## config.mk

```make
export PLATFORM = sky130hd
export DESIGN_NAME = rob_retire_flat
export DESIGN_NICKNAME = d
export VERILOG_FILES = /design/src/rtl/rob_pkg.sv /design/src/rtl/rob_retire_if.sv /design/src/rtl/rob_retire.sv /design/src/flat_wrapper.sv
export SDC_FILE = /design/constraint.sdc
export NUM_CORES = 1
export LEC_CHECK = 0
export ABC_AREA = 1
export CAP_MARGIN = 15
export CORE_MARGIN = 4
export CORE_UTILIZATION = 55
export DETAILED_ROUTE_END_ITERATION = 8
export PLACE_DENSITY = 0.71
export SLEW_MARGIN = 0
export SYNTH_ARGS = -nofsm -noshare
export SYNTH_HDL_FRONTEND = slang
export SYNTH_SLANG_ARGS = --single-unit
```

## constraint.sdc

```tcl
create_clock -name clk -period 6.2 [get_ports clk]
set_input_delay 0.93 -clock clk [delete_from_list [all_inputs] [get_ports clk]]
set_output_delay 0.93 -clock clk [all_outputs]
set_load 0.005 [all_outputs]
```

## src/rtl/rob_pkg.sv

```systemverilog
// Shared types and helpers for the reorder/retirement buffer.
//   rob_entry_t : one buffer slot (mapping created by a dispatched instruction)
//   rob_state_e : retirement FSM states
//   ptr_inc/dec : circular pointer stepping with explicit wrap
// Build option: ROB_EXC_EN adds the per-entry fault bit used by the flush walk.
package rob_pkg;

  localparam int unsigned ROB_ARCH  = 32;
  localparam int unsigned ROB_PHYS  = 64;
  localparam int unsigned ROB_PW    = 6;
  localparam int unsigned ROB_AW    = 5;
  localparam int unsigned ROB_DEPTH = 16;
  localparam int unsigned ROB_TW    = 4;

  typedef struct packed {
    logic              valid;
    logic              done;
`ifdef ROB_EXC_EN
    logic              exc;
`endif
    logic              has_dst;
    logic [ROB_AW-1:0] ard;
    logic [ROB_PW-1:0] prd_new;
    logic [ROB_PW-1:0] prd_old;
  } rob_entry_t;

  typedef enum logic [0:0] {
    RUN   = 1'b0,
    FLUSH = 1'b1
  } rob_state_e;

  function automatic logic [ROB_TW-1:0] ptr_inc(input logic [ROB_TW-1:0] p);
    return (p == ROB_TW'(ROB_DEPTH - 1)) ? '0 : p + 1'b1;
  endfunction

  function automatic logic [ROB_TW-1:0] ptr_dec(input logic [ROB_TW-1:0] p);
    return (p == '0) ? ROB_TW'(ROB_DEPTH - 1) : p - 1'b1;
  endfunction

endpackage

```

## src/rtl/rob_retire_if.sv

```systemverilog
// Bundle of dispatch, completion, commit, free-list and rollback signals of rob_retire.
//   master : rename/dispatch + execution side (drives disp_* requests and cmpl_*)
//   slave  : the retirement buffer (drives ready/tag, commit_*, free_*, rb_*, flush_*, count)
interface rob_retire_if #(
  parameter int unsigned AW = rob_pkg::ROB_AW,
  parameter int unsigned PW = rob_pkg::ROB_PW,
  parameter int unsigned TW = rob_pkg::ROB_TW
) ();

  logic          disp_valid;
  logic          disp_ready;
  logic          disp_has_dst;
  logic [AW-1:0] disp_ard;
  logic [PW-1:0] disp_prd_new;
  logic [PW-1:0] disp_prd_old;
  logic [TW-1:0] disp_tag;

  logic          cmpl_valid;
  logic [TW-1:0] cmpl_tag;
  logic          cmpl_exc;

  logic          commit_valid;
  logic [AW-1:0] commit_ard;
  logic [PW-1:0] commit_prd;

  logic          free_en;
  logic [PW-1:0] prd_free;

  logic          rb_valid;
  logic [AW-1:0] rb_ard;
  logic [PW-1:0] rb_prd_old;

  logic          flush_start;
  logic          flush_done;
  logic [TW:0]   count;

  modport master (
    output disp_valid, disp_has_dst, disp_ard, disp_prd_new, disp_prd_old,
    output cmpl_valid, cmpl_tag, cmpl_exc,
    input  disp_ready, disp_tag, commit_valid, commit_ard, commit_prd,
    input  free_en, prd_free, rb_valid, rb_ard, rb_prd_old,
    input  flush_start, flush_done, count
  );

  modport slave (
    input  disp_valid, disp_has_dst, disp_ard, disp_prd_new, disp_prd_old,
    input  cmpl_valid, cmpl_tag, cmpl_exc,
    output disp_ready, disp_tag, commit_valid, commit_ard, commit_prd,
    output free_en, prd_free, rb_valid, rb_ard, rb_prd_old,
    output flush_start, flush_done, count
  );

endinterface

```

## src/rtl/rob_retire.sv

```systemverilog
// In-order retirement buffer between rename/dispatch and the physical free list.
// Commits the oldest completed entry (returns prd_old, updates the architectural map);
// on a faulting head it walks youngest->oldest, returning prd_new and emitting
// rollback mappings.
// Ports:
//   clk    : clock, rising edge
//   rst    : asynchronous reset, active low
//   rob_if : rob_retire_if.slave (dispatch, completion, commit, free, rollback, count)
// Build option: ROB_EXC_EN enables fault detection and the FLUSH walk; without it the
// FSM is RUN-only, cmpl_exc is ignored and rb_*/flush_* are held at 0.
module rob_retire
  import rob_pkg::*;
#(
  parameter int unsigned ARCH  = ROB_ARCH,
  parameter int unsigned PHYS  = ROB_PHYS,
  parameter int unsigned PW    = ROB_PW,
  parameter int unsigned AW    = ROB_AW,
  parameter int unsigned DEPTH = ROB_DEPTH,
  parameter int unsigned TW    = ROB_TW
) (
  input  logic        clk,
  input  logic        rst,
  rob_retire_if.slave rob_if
);

  // Entry fields are sized from the package; these only describe the configuration.
  localparam int unsigned unused_cfg = ARCH + PHYS + PW + AW;
  localparam logic [TW:0] FullCount  = (TW + 1)'(DEPTH);

  rob_entry_t    entries_q [DEPTH];
  rob_entry_t    entries_d [DEPTH];
  logic [TW-1:0] head_q, head_d;
  logic [TW-1:0] tail_q, tail_d;
  logic [TW:0]   count_q, count_d;

  rob_entry_t    head_e, last_e, new_e;
  logic [TW-1:0] last_idx;
  logic          in_run, in_flush, head_exc;
  logic          disp_ready, disp_fire, head_ready, commit, fault, walk, flush_done;

`ifdef ROB_EXC_EN
  rob_state_e state_q, state_d;

  assign in_run   = (state_q == RUN);
  assign in_flush = (state_q == FLUSH);
  assign head_exc = head_e.exc;
`else
  logic unused_cmpl_exc;

  assign in_run          = 1'b1;
  assign in_flush        = 1'b0;
  assign head_exc        = 1'b0;
  assign unused_cmpl_exc = rob_if.cmpl_exc;
`endif

  assign head_e   = entries_q[head_q];
  assign last_idx = ptr_dec(tail_q);
  assign last_e   = entries_q[last_idx];

  // Ready is forced low while reset is held, not just from the registered state.
  assign disp_ready = rst & in_run & (count_q != FullCount);
  assign disp_fire  = rob_if.disp_valid & disp_ready;
  assign head_ready = in_run & head_e.valid & head_e.done;
  assign commit     = head_ready & ~head_exc;
  assign fault      = head_ready & head_exc;
  assign walk       = in_flush & (count_q != '0);
  assign flush_done = in_flush & (count_q == '0);

  always_comb begin
    new_e         = '0;
    new_e.valid   = 1'b1;
    new_e.has_dst = rob_if.disp_has_dst;
    new_e.ard     = rob_if.disp_ard;
    new_e.prd_new = rob_if.disp_prd_new;
    new_e.prd_old = rob_if.disp_prd_old;
  end

  always_comb begin
    entries_d = entries_q;
    head_d    = head_q;
    tail_d    = tail_q;
    count_d   = count_q;
    if (in_run) begin
      if (rob_if.cmpl_valid && entries_q[rob_if.cmpl_tag].valid) begin
        entries_d[rob_if.cmpl_tag].done = 1'b1;
`ifdef ROB_EXC_EN
        entries_d[rob_if.cmpl_tag].exc  = rob_if.cmpl_exc;
`endif
      end
      if (commit) begin
        entries_d[head_q] = '0;
        head_d            = ptr_inc(head_q);
      end
      // Dispatch is refused when full, so tail never collides with the committing head.
      if (disp_fire) begin
        entries_d[tail_q] = new_e;
        tail_d            = ptr_inc(tail_q);
      end
      count_d = count_q + {TW'(0), disp_fire} - {TW'(0), commit};
    end else if (walk) begin
      entries_d[last_idx] = '0;
      tail_d              = last_idx;
      count_d             = count_q - 1'b1;
    end
  end

`ifdef ROB_EXC_EN
  always_comb begin
    state_d = state_q;
    case (state_q)
      RUN:     if (fault) state_d = FLUSH;
      FLUSH:   if (flush_done) state_d = RUN;
      default: state_d = RUN;
    endcase
  end

  always_ff @(posedge clk or negedge rst) begin
    if (!rst) begin
      state_q <= RUN;
    end else begin
      state_q <= state_d;
    end
  end
`endif

  always_ff @(posedge clk or negedge rst) begin
    if (!rst) begin
      head_q  <= '0;
      tail_q  <= '0;
      count_q <= '0;
      for (int i = 0; i < DEPTH; i++) entries_q[i] <= '0;
    end else begin
      head_q  <= head_d;
      tail_q  <= tail_d;
      count_q <= count_d;
      for (int i = 0; i < DEPTH; i++) entries_q[i] <= entries_d[i];
    end
  end

  always_comb begin
    rob_if.disp_ready   = disp_ready;
    rob_if.disp_tag     = tail_q;
    rob_if.count        = count_q;
    rob_if.commit_valid = commit;
    rob_if.commit_ard   = '0;
    rob_if.commit_prd   = '0;
    rob_if.free_en      = 1'b0;
    rob_if.prd_free     = '0;
    rob_if.rb_valid     = 1'b0;
    rob_if.rb_ard       = '0;
    rob_if.rb_prd_old   = '0;
    rob_if.flush_start  = fault;
    rob_if.flush_done   = flush_done;
    if (commit && head_e.has_dst) begin
      rob_if.commit_ard = head_e.ard;
      rob_if.commit_prd = head_e.prd_new;
      rob_if.free_en    = 1'b1;
      rob_if.prd_free   = head_e.prd_old;
    end
    if (walk && last_e.has_dst) begin
      rob_if.rb_valid   = 1'b1;
      rob_if.rb_ard     = last_e.ard;
      rob_if.rb_prd_old = last_e.prd_old;
      rob_if.free_en    = 1'b1;
      rob_if.prd_free   = last_e.prd_new;
    end
  end

endmodule

```

## src/flat_wrapper.sv

```systemverilog
// flat-port wrapper written by rule: the top's interface ports become plain ports
module rob_retire_flat import rob_pkg::*;
#(
  parameter int unsigned ARCH  = ROB_ARCH,
  parameter int unsigned PHYS  = ROB_PHYS,
  parameter int unsigned PW    = ROB_PW,
  parameter int unsigned AW    = ROB_AW,
  parameter int unsigned DEPTH = ROB_DEPTH,
  parameter int unsigned TW    = ROB_TW
)
  (clk, rst, rob_if_disp_valid, rob_if_disp_has_dst, rob_if_disp_ard, rob_if_disp_prd_new, rob_if_disp_prd_old, rob_if_cmpl_valid, rob_if_cmpl_tag, rob_if_cmpl_exc, rob_if_disp_ready, rob_if_disp_tag, rob_if_commit_valid, rob_if_commit_ard, rob_if_commit_prd, rob_if_free_en, rob_if_prd_free, rob_if_rb_valid, rob_if_rb_ard, rob_if_rb_prd_old, rob_if_flush_start, rob_if_flush_done, rob_if_count);
  rob_retire_if #(.AW(AW), .PW(PW), .TW(TW)) rob_if_i ();
  input  logic clk;
  input  logic rst;
  input wire logic [$bits(rob_if_i.disp_valid)-1:0] rob_if_disp_valid;
  input wire logic [$bits(rob_if_i.disp_has_dst)-1:0] rob_if_disp_has_dst;
  input wire logic [$bits(rob_if_i.disp_ard)-1:0] rob_if_disp_ard;
  input wire logic [$bits(rob_if_i.disp_prd_new)-1:0] rob_if_disp_prd_new;
  input wire logic [$bits(rob_if_i.disp_prd_old)-1:0] rob_if_disp_prd_old;
  input wire logic [$bits(rob_if_i.cmpl_valid)-1:0] rob_if_cmpl_valid;
  input wire logic [$bits(rob_if_i.cmpl_tag)-1:0] rob_if_cmpl_tag;
  input wire logic [$bits(rob_if_i.cmpl_exc)-1:0] rob_if_cmpl_exc;
  output wire logic [$bits(rob_if_i.disp_ready)-1:0] rob_if_disp_ready;
  output wire logic [$bits(rob_if_i.disp_tag)-1:0] rob_if_disp_tag;
  output wire logic [$bits(rob_if_i.commit_valid)-1:0] rob_if_commit_valid;
  output wire logic [$bits(rob_if_i.commit_ard)-1:0] rob_if_commit_ard;
  output wire logic [$bits(rob_if_i.commit_prd)-1:0] rob_if_commit_prd;
  output wire logic [$bits(rob_if_i.free_en)-1:0] rob_if_free_en;
  output wire logic [$bits(rob_if_i.prd_free)-1:0] rob_if_prd_free;
  output wire logic [$bits(rob_if_i.rb_valid)-1:0] rob_if_rb_valid;
  output wire logic [$bits(rob_if_i.rb_ard)-1:0] rob_if_rb_ard;
  output wire logic [$bits(rob_if_i.rb_prd_old)-1:0] rob_if_rb_prd_old;
  output wire logic [$bits(rob_if_i.flush_start)-1:0] rob_if_flush_start;
  output wire logic [$bits(rob_if_i.flush_done)-1:0] rob_if_flush_done;
  output wire logic [$bits(rob_if_i.count)-1:0] rob_if_count;
  assign rob_if_i.disp_valid = rob_if_disp_valid;
  assign rob_if_i.disp_has_dst = rob_if_disp_has_dst;
  assign rob_if_i.disp_ard = rob_if_disp_ard;
  assign rob_if_i.disp_prd_new = rob_if_disp_prd_new;
  assign rob_if_i.disp_prd_old = rob_if_disp_prd_old;
  assign rob_if_i.cmpl_valid = rob_if_cmpl_valid;
  assign rob_if_i.cmpl_tag = rob_if_cmpl_tag;
  assign rob_if_i.cmpl_exc = rob_if_cmpl_exc;
  assign rob_if_disp_ready = rob_if_i.disp_ready;
  assign rob_if_disp_tag = rob_if_i.disp_tag;
  assign rob_if_commit_valid = rob_if_i.commit_valid;
  assign rob_if_commit_ard = rob_if_i.commit_ard;
  assign rob_if_commit_prd = rob_if_i.commit_prd;
  assign rob_if_free_en = rob_if_i.free_en;
  assign rob_if_prd_free = rob_if_i.prd_free;
  assign rob_if_rb_valid = rob_if_i.rb_valid;
  assign rob_if_rb_ard = rob_if_i.rb_ard;
  assign rob_if_rb_prd_old = rob_if_i.rb_prd_old;
  assign rob_if_flush_start = rob_if_i.flush_start;
  assign rob_if_flush_done = rob_if_i.flush_done;
  assign rob_if_count = rob_if_i.count;
  rob_retire #(.ARCH(ARCH), .PHYS(PHYS), .PW(PW), .AW(AW), .DEPTH(DEPTH), .TW(TW)) u_core (.clk(clk), .rst(rst), .rob_if(rob_if_i));
endmodule
```

==> results.sh <==
export IMPL_num_vias=16000
export IMPL_clk_pin_slew_ps=60
export IMPL_synthAdderAreaFrac_pct=1.11
export IMPL_rsz0062_at_grt="no"
export IMPL_boundaryPins=70
export IMPL_fin_skew_ps=13.9
export IMPL_postSynthCellCount=2338
export IMPL_status="completed"
export IMPL_most_common_layout_cells="nand2_1, nand3_1, dfrtp_1, a21oi_1, nor2_1"
export IMPL_cp_num_buf_inv=3
export IMPL_cpMaxStageDelayCell="buf_12"
export IMPL_initial_utilization_pct=55.9
export IMPL_synth_top_family_by_area="simple AND/OR/NAND/NOR gates"
export IMPL_reg2reg_from="u_core.head_q[0]$_DFFE_PN0N_"
export IMPL_cts_sinks=333
export IMPL_fmax_mhz=211
export IMPL_avgSynthCellArea_um2=7.54
export IMPL_ctsHoldBuffers=0
export IMPL_clock_latency_ps=520
export IMPL_dieArea_um2=35000
export IMPL_antennaDiodeCount=0
export IMPL_synthTopCellsByArea="dfrtp_1, nand2_1, nand3_1, a21oi_1, nor2_1"
export IMPL_p_per_area_nw_per_um2=534
export IMPL_p_int_mw=6.05
export IMPL_vdd_drop_max_mv=0.326
export IMPL_cts_tree="done"
export IMPL_dpl_hpwl_um=32400
export IMPL_setup_tns_ps=0
export IMPL_grt_max_degree=168
export IMPL_synth_cell_types=36
export IMPL_max_stage_delay_ps=560
export IMPL_tightest_slew_ps=1150
export IMPL_grt_pass1_wl_um=88500
export IMPL_syn_to_final_growth_pct=8.87
export IMPL_synth_edf_count=0
export IMPL_cts_resized=0
export IMPL_wl_per_cell_um=21.2
export IMPL_via_per_inst=5.94
export IMPL_ctsLongestPathBuffers=3
export IMPL_layout_drive_gt1_share_pct=6.45
export IMPL_wl_met2_um=25700
export IMPL_p_switching_mw=4.20
export IMPL_drv_slew=0
export IMPL_drc=0
export IMPL_setup_viol=0
export IMPL_utilization_pct=60.8
export IMPL_synthMuxAreaShare_pct=0
export IMPL_synth_top_area_share_pct=47.3
export IMPL_critical_path_cell_chain="buf_12 -> o21ai_1 -> o21ai_1 -> nand2_1 -> nand4_4 -> nand2_2 -> inv_2 -> nand2_4 -> nor2_1 -> clkdlybuf4s50_1"
export IMPL_portBuffers=54
export IMPL_cp_top_family="buffers and inverters"
export IMPL_nets=2309
export IMPL_h_tree_depth=2
export IMPL_crit_path_start_kind="flop"
export IMPL_dieWidth_um=187
export IMPL_top_layer="met4"
export IMPL_synth_flop_cell="dfrtp_1"
export IMPL_pwr_share_comb_pct=40.7
export IMPL_cp_max_fo=167
export IMPL_rr_worst_depth=16
export IMPL_arrival_ps=3800
export IMPL_finalCriticalPeriod_ps=4730
export IMPL_ys_ff_latch=333
export IMPL_routed_wl_um=57100
export IMPL_gr_total_overflow=0
export IMPL_seqPwrFrac_pct=35.1
export IMPL_antenna_found_initial=0
export IMPL_post_cts_buffers=0
export IMPL_drt_initial_drc_count=1930
export IMPL_hold_viol_final=0
export IMPL_yosys_area_share_simple_pct=36.0
export IMPL_synth_compound_area_share_pct=6.99
export IMPL_cpMostUsedCell="o21ai_1"
export IMPL_first_global_vias=15300
export IMPL_syn_area_um2=17600
export IMPL_maxSlewHeadroom_pct=23.3
export IMPL_cp_end_kind="output port"
export IMPL_antenna_left=0
export IMPL_drt_pass1_iter_count=5
export IMPL_yosysTopAreaCell="dfrtp_1"
export IMPL_cts_made_buffers=39
export IMPL_yosys_warnings=0
export IMPL_fp_dieH_um=187
export IMPL_worstPathRequired_ps=5270
export IMPL_cap_violations=0
export IMPL_clock_power_share_pct=24.1
export IMPL_wl_met3_um=5950
export IMPL_final_common_cell="nand2_1"
export IMPL_track_usage_pct=31.8
export IMPL_rows=65
export IMPL_post_route_period_util_pct=76.3
export IMPL_root_buffer="clkbuf_16"
export IMPL_ys_async_sr_fraction_pct=100
export IMPL_gp_congestion=0.893
export IMPL_hold_class="in2async"
export IMPL_p_leak_nw=10.1
export IMPL_timing_rr_end="u_core.rob_if.count[4]$_DFF_PN0_"
export IMPL_crit_type="reg2out"
export IMPL_coreArea_um2=31600
export IMPL_synth_seq_area_share_pct=47.3
export IMPL_wl_met1_um=22800
export IMPL_r2r_slack_ps=2260
export IMPL_p_sw_share_pct=41.0
export IMPL_synthXorXnorAreaFrac_pct=0.298
[sequential cells by signal, summed over array words and instances (netlist names)]
| signal | cells |
|---|---|
| u_core.entries_q | 320 |
| u_core.head_q | 4 |
| u_core.rob_if.count | 5 |
| u_core.rob_if.disp_tag | 4 |
[worst max path at each step]
stage / slack, ps / depth (start not counted) / start / end
6_report: 1470 / 10 / u_core.head_q[0]$_DFFE_PN0N_ / rob_if_commit_prd[3]
4_1_cts: 1550 / 10 / u_core.head_q[0]$_DFFE_PN0N_ / rob_if_commit_prd[3]
2_1_floorplan: 3520 / 17 / u_core.head_q[0]$_DFFE_PN0N_ / u_core.rob_if.count[4]$_DFF_PN0_
3_5_place_dp: 2130 / 10 / u_core.head_q[0]$_DFFE_PN0N_ / rob_if_commit_prd[3]
3_3_place_gp: 2200 / 11 / u_core.head_q[0]$_DFFE_PN0N_ / rob_if_commit_ard[2]
5_1_grt: 1340 / 11 / u_core.head_q[0]$_DFFE_PN0N_ / rob_if_commit_ard[0]
[stage by stage]
step,hold slack [ps],setup slack (ps),std cells,area [um^2],total power [mW]
5_1_grt,393,1340,2696,19200,10.9
3_5_place_dp,486,2130,2628,17800,7.69
6_report,352,1470,2696,19200,10.2
2_1_floorplan,463,3520,2351,17700,6.50
3_3_place_gp,480,2200,2628,17800,7.56
4_1_cts,366,1550,2696,19200,10.2
[layer usage]
layer	up-vias	track usage [%]
li1	7303	-
met5	-	0
met2	911	49.2
met1	7630	43.6
met3	160	6.79
met4	0	14.2
[layout make-up]
| class | instances | area, um^2 |
|---|---|---|
| clock buffer | 49 | 1100 |
| clock inverter | 19 | 282 |
| fill | 2843 | 12400 |
| inverter | 87 | 333 |
| multi-input combinational | 1730 | 7880 |
| sequential | 333 | 8340 |
| tap | 402 | 503 |
| timing repair buffer | 76 | 748 |
[cell usage after synthesis (24+ instances only)]
library cell	instances
a21oi_1	107
a22o_1	32
a32o_1	24
buf_1	29
buf_2	60
buf_4	27
buf_6	25
clkbuf_1	59
dfrtp_1	333
inv_1	63
nand2_1	1029
nand3_1	341
nor2_1	86
[power by group through the flow]
stage	Sequential (mW)	Combinational (mW)	Clock, mW
after floorplan	3.47	3.02	0
final	3.60	4.17	2.47
after detailed placement	3.61	4.07	0
after CTS	3.58	4.10	2.50
after global placement	3.57	3.99	0
after global routing	3.70	4.59	2.60
[cells by family (layout without fill, tap and decap cells)]
| family | count (synthesis) | count (layout) |
|---|---|---|
| flip-flops | 333 | 333 |
| AO/OA/AOI/OAI | 193 | 193 |
| XOR/XNOR | 6 | 6 |
| adder cells (fa/ha/maj) | 15 | 15 |
| buffers and inverters | 288 | 231 |
| AND/OR/NAND/NOR | 1502 | 1502 |
| other | 1 | 14 |
Note: power is estimated with default switching activity, not from simulation.
